**config.mk**
```make
export PLATFORM = sky130hd
export DESIGN_NAME = trig_pulse_gen
export DESIGN_NICKNAME = d
export VERILOG_FILES = /design/src/rtl/trig_pulse_gen.sv
export SDC_FILE = /design/constraint.sdc
export NUM_CORES = 1
export LEC_CHECK = 0
export ABC_AREA = 1
export CAP_MARGIN = 10
export CORE_ASPECT_RATIO = 0.6
export CORE_UTILIZATION = 55
export CTS_BUF_LIST = sky130_fd_sc_hd__clkbuf_2
export CTS_CLUSTER_SIZE = 16
export DETAILED_ROUTE_END_ITERATION = 6
export PLACE_DENSITY = 0.83
export SYNTH_ARGS = -nofsm -noshare
export SYNTH_HDL_FRONTEND = slang
export SYNTH_SLANG_ARGS = --single-unit
```
**constraint.sdc**
```tcl
create_clock -name clk -period 4.2 [get_ports clk]
set_input_delay 0.84 -clock clk [delete_from_list [all_inputs] [get_ports clk]]
set_output_delay 0.84 -clock clk [all_outputs]
set_load 0.01 [all_outputs]
```
**src/rtl/trig_pulse_gen.sv**
```systemverilog
// Programmable pulse-train generator: after a trigger, waits delay_cyc cycles, then emits
// n_pulses pulses of width_cyc high / gap_cyc low. Optional feature macro: TRIG_PULSE_RETRIG_EN.
module trig_pulse_gen #(
  parameter int CNT_W = 16,
  parameter int NP_W  = 8
) (
  input  logic             clk,
  input  logic             rst,
  input  logic             trigger,
  input  logic [CNT_W-1:0] delay_cyc,
  input  logic [CNT_W-1:0] width_cyc,
  input  logic [CNT_W-1:0] gap_cyc,
  input  logic [NP_W-1:0]  n_pulses,
  output logic             pulse_out,
  output logic             busy,
  output logic             done,
  output logic             overrun,
  output logic [1:0]       fsm_state
);

  typedef enum logic [1:0] {IDLE = 2'd0, DELAY = 2'd1, HIGH = 2'd2, GAP = 2'd3} state_t;

  state_t           state, state_nxt;
  logic [CNT_W-1:0] cnt, cnt_nxt;
  logic [CNT_W-1:0] wid_m1, wid_m1_nxt;
  logic [CNT_W-1:0] gap_m1, gap_m1_nxt;
  logic [NP_W-1:0]  rem, rem_nxt;
  logic             accept;
  logic             pulse_nxt, busy_nxt, done_nxt, overrun_nxt;
  logic [CNT_W-1:0] wid_in_m1, gap_in_m1;
  logic [NP_W-1:0]  n_in;

  // Shadows hold (clamped value - 1) so reloads never wrap for a zero setting.
  assign wid_in_m1 = (width_cyc == '0) ? '0 : width_cyc - 1'b1;
  assign gap_in_m1 = (gap_cyc == '0) ? '0 : gap_cyc - 1'b1;
  assign n_in      = (n_pulses == '0) ? NP_W'(1) : n_pulses;

`ifdef TRIG_PULSE_RETRIG_EN
  assign accept = trigger;
`else
  assign accept = trigger && (state == IDLE);
`endif

  always_ff @(posedge clk or negedge rst) begin
    if (!rst) begin
      state     <= IDLE;
      cnt       <= '0;
      wid_m1    <= '0;
      gap_m1    <= '0;
      rem       <= '0;
      pulse_out <= 1'b0;
      busy      <= 1'b0;
      done      <= 1'b0;
      overrun   <= 1'b0;
    end else begin
      state     <= state_nxt;
      cnt       <= cnt_nxt;
      wid_m1    <= wid_m1_nxt;
      gap_m1    <= gap_m1_nxt;
      rem       <= rem_nxt;
      pulse_out <= pulse_nxt;
      busy      <= busy_nxt;
      done      <= done_nxt;
      overrun   <= overrun_nxt;
    end
  end

  always_comb begin
    state_nxt  = state;
    cnt_nxt    = cnt;
    wid_m1_nxt = wid_m1;
    gap_m1_nxt = gap_m1;
    rem_nxt    = rem;
    if (accept) begin
      wid_m1_nxt = wid_in_m1;
      gap_m1_nxt = gap_in_m1;
      rem_nxt    = n_in;
      if (delay_cyc != '0) begin
        state_nxt = DELAY;
        cnt_nxt   = delay_cyc - 1'b1;
      end else begin
        state_nxt = HIGH;
        cnt_nxt   = wid_in_m1;
      end
    end else begin
      case (state)
        DELAY: begin
          if (cnt == '0) begin
            state_nxt = HIGH;
            cnt_nxt   = wid_m1;
          end else begin
            cnt_nxt = cnt - 1'b1;
          end
        end
        HIGH: begin
          if (cnt == '0) begin
            if (rem > NP_W'(1)) begin
              state_nxt = GAP;
              cnt_nxt   = gap_m1;
              rem_nxt   = rem - 1'b1;
            end else begin
              state_nxt = IDLE;
            end
          end else begin
            cnt_nxt = cnt - 1'b1;
          end
        end
        GAP: begin
          if (cnt == '0) begin
            state_nxt = HIGH;
            cnt_nxt   = wid_m1;
          end else begin
            cnt_nxt = cnt - 1'b1;
          end
        end
        default: state_nxt = IDLE;
      endcase
    end
  end

  // Outputs are registered images of the next state, so they line up with it exactly.
  always_comb begin
    pulse_nxt   = (state_nxt == HIGH);
    busy_nxt    = (state_nxt != IDLE);
    done_nxt    = (state == HIGH) && (state_nxt == IDLE);
    overrun_nxt = trigger && (state != IDLE);
  end

  assign fsm_state = state;

endmodule
```
==> impl_results.rst <==
.. list-table::
   :header-rows: 1

   * - Metric
     - Value
   * - Outcome
     - completed
   * - Crit Path Max Fanout
     - 10
   * - Cell count after synthesis
     - between 700 and 800
   * - Placement row count
     - 25
   * - Number of buffers added by the clock tree synthesis step
     - 9
   * - Number of global-route vias before repair
     - 4560
   * - Nature of the critical path endpoint
     - flip-flop
   * - Clk_lat worst skew
     - 0.54 ns
   * - Highest-count cells in the layout ignoring fill and taps
     - sky130_fd_sc_hd__nand2_1 (246), sky130_fd_sc_hd__nor2_1 (119), sky130_fd_sc_hd__inv_1 (68)
   * - Combinational fraction of design power
     - 0.142
   * - Most common cell after layout, fill and taps aside
     - sky130_fd_sc_hd__nand2_1
   * - Clock tree buffer depth
     - 2
   * - Antenna diode count
     - 0
   * - Core region area
     - 8040 um^2
   * - Min-Delay Path Class
     - in2async
   * - First-iteration detailed-routing DRC count
     - around 690
   * - Number of pins with negative max-slew slack in the final report
     - 0
   * - Setup Skew
     - between 0.02 and 0.025 ns
   * - Post-synthesis sequential area ratio
     - 0.332
   * - H-tree lvl count
     - 3
   * - Final Hold Vio Count
     - 0
   * - Final WL
     - 14100 um
   * - Die H
     - 73.4 um
   * - Kind of launch point of the worst setup path
     - input pin
   * - Filler cell count
     - between 700 and 800
   * - Critical path class
     - in2reg
   * - Delay of the slowest cell on the worst path
     - between 0.4 and 0.5 ns
   * - Sum of negative setup slack
     - 0 ns
   * - Port Buf Inserts
     - 64
   * - Core utilization of the finished layout
     - 0.686
   * - Average via count per standard cell
     - 5.59
   * - Total cell area at the placement stage
     - 5380 um^2
   * - Initial antenna violation count
     - 0
   * - Main combinational cell family by area after synthesis
     - simple AND/OR/NAND/NOR gates
   * - End of the worst register-to-register path
     - cnt[11]
   * - Portion of netlist area occupied by mux cells
     - 0.00856
   * - Clock share of power
     - 0.329
   * - Most used cell, CP
     - sky130_fd_sc_hd__nand2_1
   * - Sinks on Clock Net
     - 62
   * - Worst reg-to-reg path cell count
     - 8
   * - Area growth syn-to-layout
     - 17.9%
   * - Worst IR Drop VDD
     - 0.000157 V
   * - Synthesis warning total
     - 0
   * - Power density normalized to cell area
     - 205 nW/um^2
   * - Post-CTS setup-driven buffer insertion count
     - 0
   * - Average wire per cell in the routed design
     - ~15 um
   * - Root Buffer Master
     - sky130_fd_sc_hd__clkbuf_2
   * - Post-Synth Adder-Cell Area
     - 0.0187
   * - Overall track demand over capacity in global routing
     - 0.340
   * - Clock tree from TritonCTS
     - yes
   * - Critical path cell sequence
     - clkdlybuf4s50_1 -> inv_1 -> ha_1 -> nand2_1 -> nor2_1 -> nand2_1 -> inv_1 -> nor2_1 -> nand3_1 -> nand4_1 -> nand2_1
   * - Post-detailed-route count of antenna-violating nets
     - 0
   * - Worst slew margin relative to its limit
     - 0.338
   * - Clock-pin slew on the worst setup and hold paths
     - 0.20 ns
   * - Number of endpoints failing setup at the final stage
     - 0
   * - Synthesized flop and latch total
     - 62
   * - Fin crit period
     - 2.50 ns
   * - Resize count post-CTS
     - 0
   * - Maximum clock rate
     - about 400 MHz
   * - Total number of vias
     - 5082
   * - Mean instance size in the synthesized netlist
     - 6.36 um^2
   * - Register share of total power
     - 0.529
   * - Simple logic cell fraction of the synthesized area
     - 0.410
   * - Hold Slack
     - 0.121 ns
   * - Synthesized cell area
     - 4680 um^2
   * - Number of hold-repair buffers added at the cts stage
     - 0
   * - Syn nets
     - 801
   * - Share of the cycle needed by the critical path after routing
     - 0.596
   * - Number of search-and-repair iterations in the first detailed-routing pass
     - 5
   * - Maximum Capacitance Violations
     - 0
   * - Internal power
     - just over 800 uW
   * - Wire length of the first global-routing pass
     - 22700 um
   * - Worst Path Buf+Inv
     - 3
   * - Synthesized-area fraction occupied by ao, oa, aoi and oai cells
     - 0.0947
   * - R2R Setup Slk
     - 1.78 ns
   * - RSZ-0062 raised after global routing
     - false
   * - Share of cells above drive strength 1
     - 0.0474
   * - Final HPWL from detailed placement
     - 10900 um
   * - RD Place Congestion
     - 0.896
   * - Initial core utilization
     - 0.582
   * - Switching portion of total power
     - 0.289
   * - Final instance area
     - 5510 um^2
   * - Pin slew with the least headroom to its limit
     - 0.991 ns
   * - Number of nets at the end of the flow
     - roughly 860
   * - Launch instance of the worst register-to-register path
     - cnt[0]
   * - Die width
     - about 120 um
   * - Slowest stage cell on the critical path
     - sky130_fd_sc_hd__clkdlybuf4s50_1
   * - Xor/xnor cell area share of the yosys netlist
     - 0.0581
   * - # DRC
     - 0
   * - Net load switching power
     - 327 uW
   * - Area of the die
     - 8890 um^2
   * - CP delay by family, top
     - simple AND/OR/NAND/NOR gates
   * - Ports
     - between 60 and 70
   * - Sum of overflow across all layers after global routing
     - 0
   * - Data required time of the critical path
     - 4.64 ns
   * - Arrival time at the worst endpoint
     - 2.95 ns
   * - Post-synth cell types
     - 39
   * - Largest net degree at the start of global routing
     - between 60 and 70
   * - Static leakage
     - 2.72 nW
==> state kept, by name (all words and copies together) (netlist names) <==
| name | cells |
|---|---|
| overrun | 1 |
| rem | 8 |
| cnt | 16 |
| gap_m1 | 16 |
| done | 1 |
| pulse_out | 1 |
| wid_m1 | 16 |
| busy | 1 |
| fsm_state | 2 |
==> logic make-up (layout without fill, tap and decap cells) <==
family                   after synthesis  count (layout)
AND/OR/NAND/NOR                      460             460
buffers and inverters                 90             156
AO/OA/AOI/OAI                         81              81
flip-flops                            62              62
XOR/XNOR                              31              31
adder cells (fa/ha/maj)                7               7
multiplexers                           4               4
==> layout make-up <==
class | count | area (um^2) | share of cell area
multi-input cells | 583 | 2760 | 0.501
clock inverters | 7 | 65.1 | 0.0118
clock buffers | 9 | 45.0 | 0.00817
well taps | 108 | 135 | 0.0245
repair buffers | 69 | 686 | 0.124
flip-flops and latches | 62 | 1550 | 0.281
inverters | 71 | 268 | 0.0486
==> cell usage after synthesis <==
| cell type | instances | area [um^2] |
|---|---|---|
| sky130_fd_sc_hd__inv_2 | 1 | 3.75 |
| sky130_fd_sc_hd__clkinv_1 | 1 | 3.75 |
| sky130_fd_sc_hd__and3_1 | 1 | 6.26 |
| sky130_fd_sc_hd__a31oi_1 | 1 | 6.26 |
| sky130_fd_sc_hd__a21boi_1 | 1 | 7.51 |
| sky130_fd_sc_hd__ha_1 | 7 | 87.6 |
| sky130_fd_sc_hd__buf_8 | 1 | 15.0 |
| sky130_fd_sc_hd__inv_1 | 68 | 255 |
| sky130_fd_sc_hd__a21oi_1 | 8 | 40.0 |
| sky130_fd_sc_hd__xnor2_1 | 11 | 96.3 |
| sky130_fd_sc_hd__nand4_1 | 7 | 43.8 |
| sky130_fd_sc_hd__and2_1 | 2 | 12.5 |
| sky130_fd_sc_hd__or2_2 | 2 | 12.5 |
| sky130_fd_sc_hd__nor4_1 | 1 | 6.26 |
| sky130_fd_sc_hd__dfrtp_1 | 62 | 1550 |
| sky130_fd_sc_hd__o22ai_1 | 4 | 25.0 |
| sky130_fd_sc_hd__buf_6 | 1 | 11.3 |
| sky130_fd_sc_hd__nand2_2 | 4 | 25.0 |
| sky130_fd_sc_hd__nor2_8 | 1 | 20.0 |
| sky130_fd_sc_hd__mux2i_1 | 4 | 40.0 |
| sky130_fd_sc_hd__nor2_1 | 119 | 447 |
| sky130_fd_sc_hd__o31ai_1 | 1 | 7.51 |
| sky130_fd_sc_hd__buf_2 | 4 | 20.0 |
| sky130_fd_sc_hd__nor2_2 | 5 | 31.3 |
| sky130_fd_sc_hd__clkbuf_1 | 10 | 37.5 |
| sky130_fd_sc_hd__o21ai_0 | 55 | 275 |
| sky130_fd_sc_hd__nand2_1 | 247 | 927 |
| sky130_fd_sc_hd__nand3_4 | 2 | 35.0 |
| sky130_fd_sc_hd__o21bai_1 | 1 | 7.51 |
| sky130_fd_sc_hd__nor3_1 | 5 | 25.0 |
| sky130_fd_sc_hd__o21ai_1 | 1 | 5.00 |
| sky130_fd_sc_hd__buf_1 | 3 | 11.3 |
| sky130_fd_sc_hd__clkinv_2 | 1 | 5.00 |
| sky130_fd_sc_hd__xor2_1 | 20 | 175 |
| sky130_fd_sc_hd__o211ai_1 | 7 | 52.6 |
| sky130_fd_sc_hd__a21oi_2 | 1 | 8.76 |
| sky130_fd_sc_hd__nand3_1 | 61 | 305 |
| sky130_fd_sc_hd__nand3b_1 | 3 | 22.5 |
| sky130_fd_sc_hd__a21boi_0 | 1 | 7.51 |
==> per-layer routing <==
layer	vias to the layer above	GRT usage	part of all wire	routed length, um
li1	2453	-	-	-
met2	273	0.499	0.40	5640
met5	-	0	0	0
met1	2337	0.498	0.48	6690
met4	0	0.0672	0.010	142
met3	19	0.0994	0.11	1600
==> power by group through the flow <==
stage	Clock, mW	Sequential, mW	Combinational, mW
floorplan	0	0.609	0.0530
global placement	0	0.609	0.152
detailed placement	0	0.609	0.155
CTS	0.375	0.598	0.156
global route	0.399	0.598	0.176
finish	0.373	0.598	0.161
==> stage by stage <==
| step | cells | power [mW] | setup slack, ns |
|---|---|---|---|
| after floorplan | 735 | 0.662 | 2.00 |
| after global placement | 892 | 0.761 | 1.17 |
| after detailed placement | 892 | 0.763 | 1.09 |
| after CTS | 908 | 1.13 | 1.70 |
| after global routing | 909 | 1.17 | 1.40 |
| final | 909 | 1.13 | 1.70 |
==> how the worst max path moves through the flow <==
stage / slack [ns] / cells after the start / to / startpoint
floorplan: 2.00 / 8 / gap_m1[8] / gap_cyc[0]
global placement: 1.17 / 10 / gap_m1[14] / gap_cyc[0]
detailed placement: 1.09 / 10 / gap_m1[13] / gap_cyc[0]
CTS: 1.70 / 10 / gap_m1[14] / gap_cyc[0]
global route: 1.40 / 10 / gap_m1[14] / gap_cyc[0]
finish: 1.70 / 11 / cnt[14] / delay_cyc[1]
Note: power is estimated with default switching activity, not from simulation.
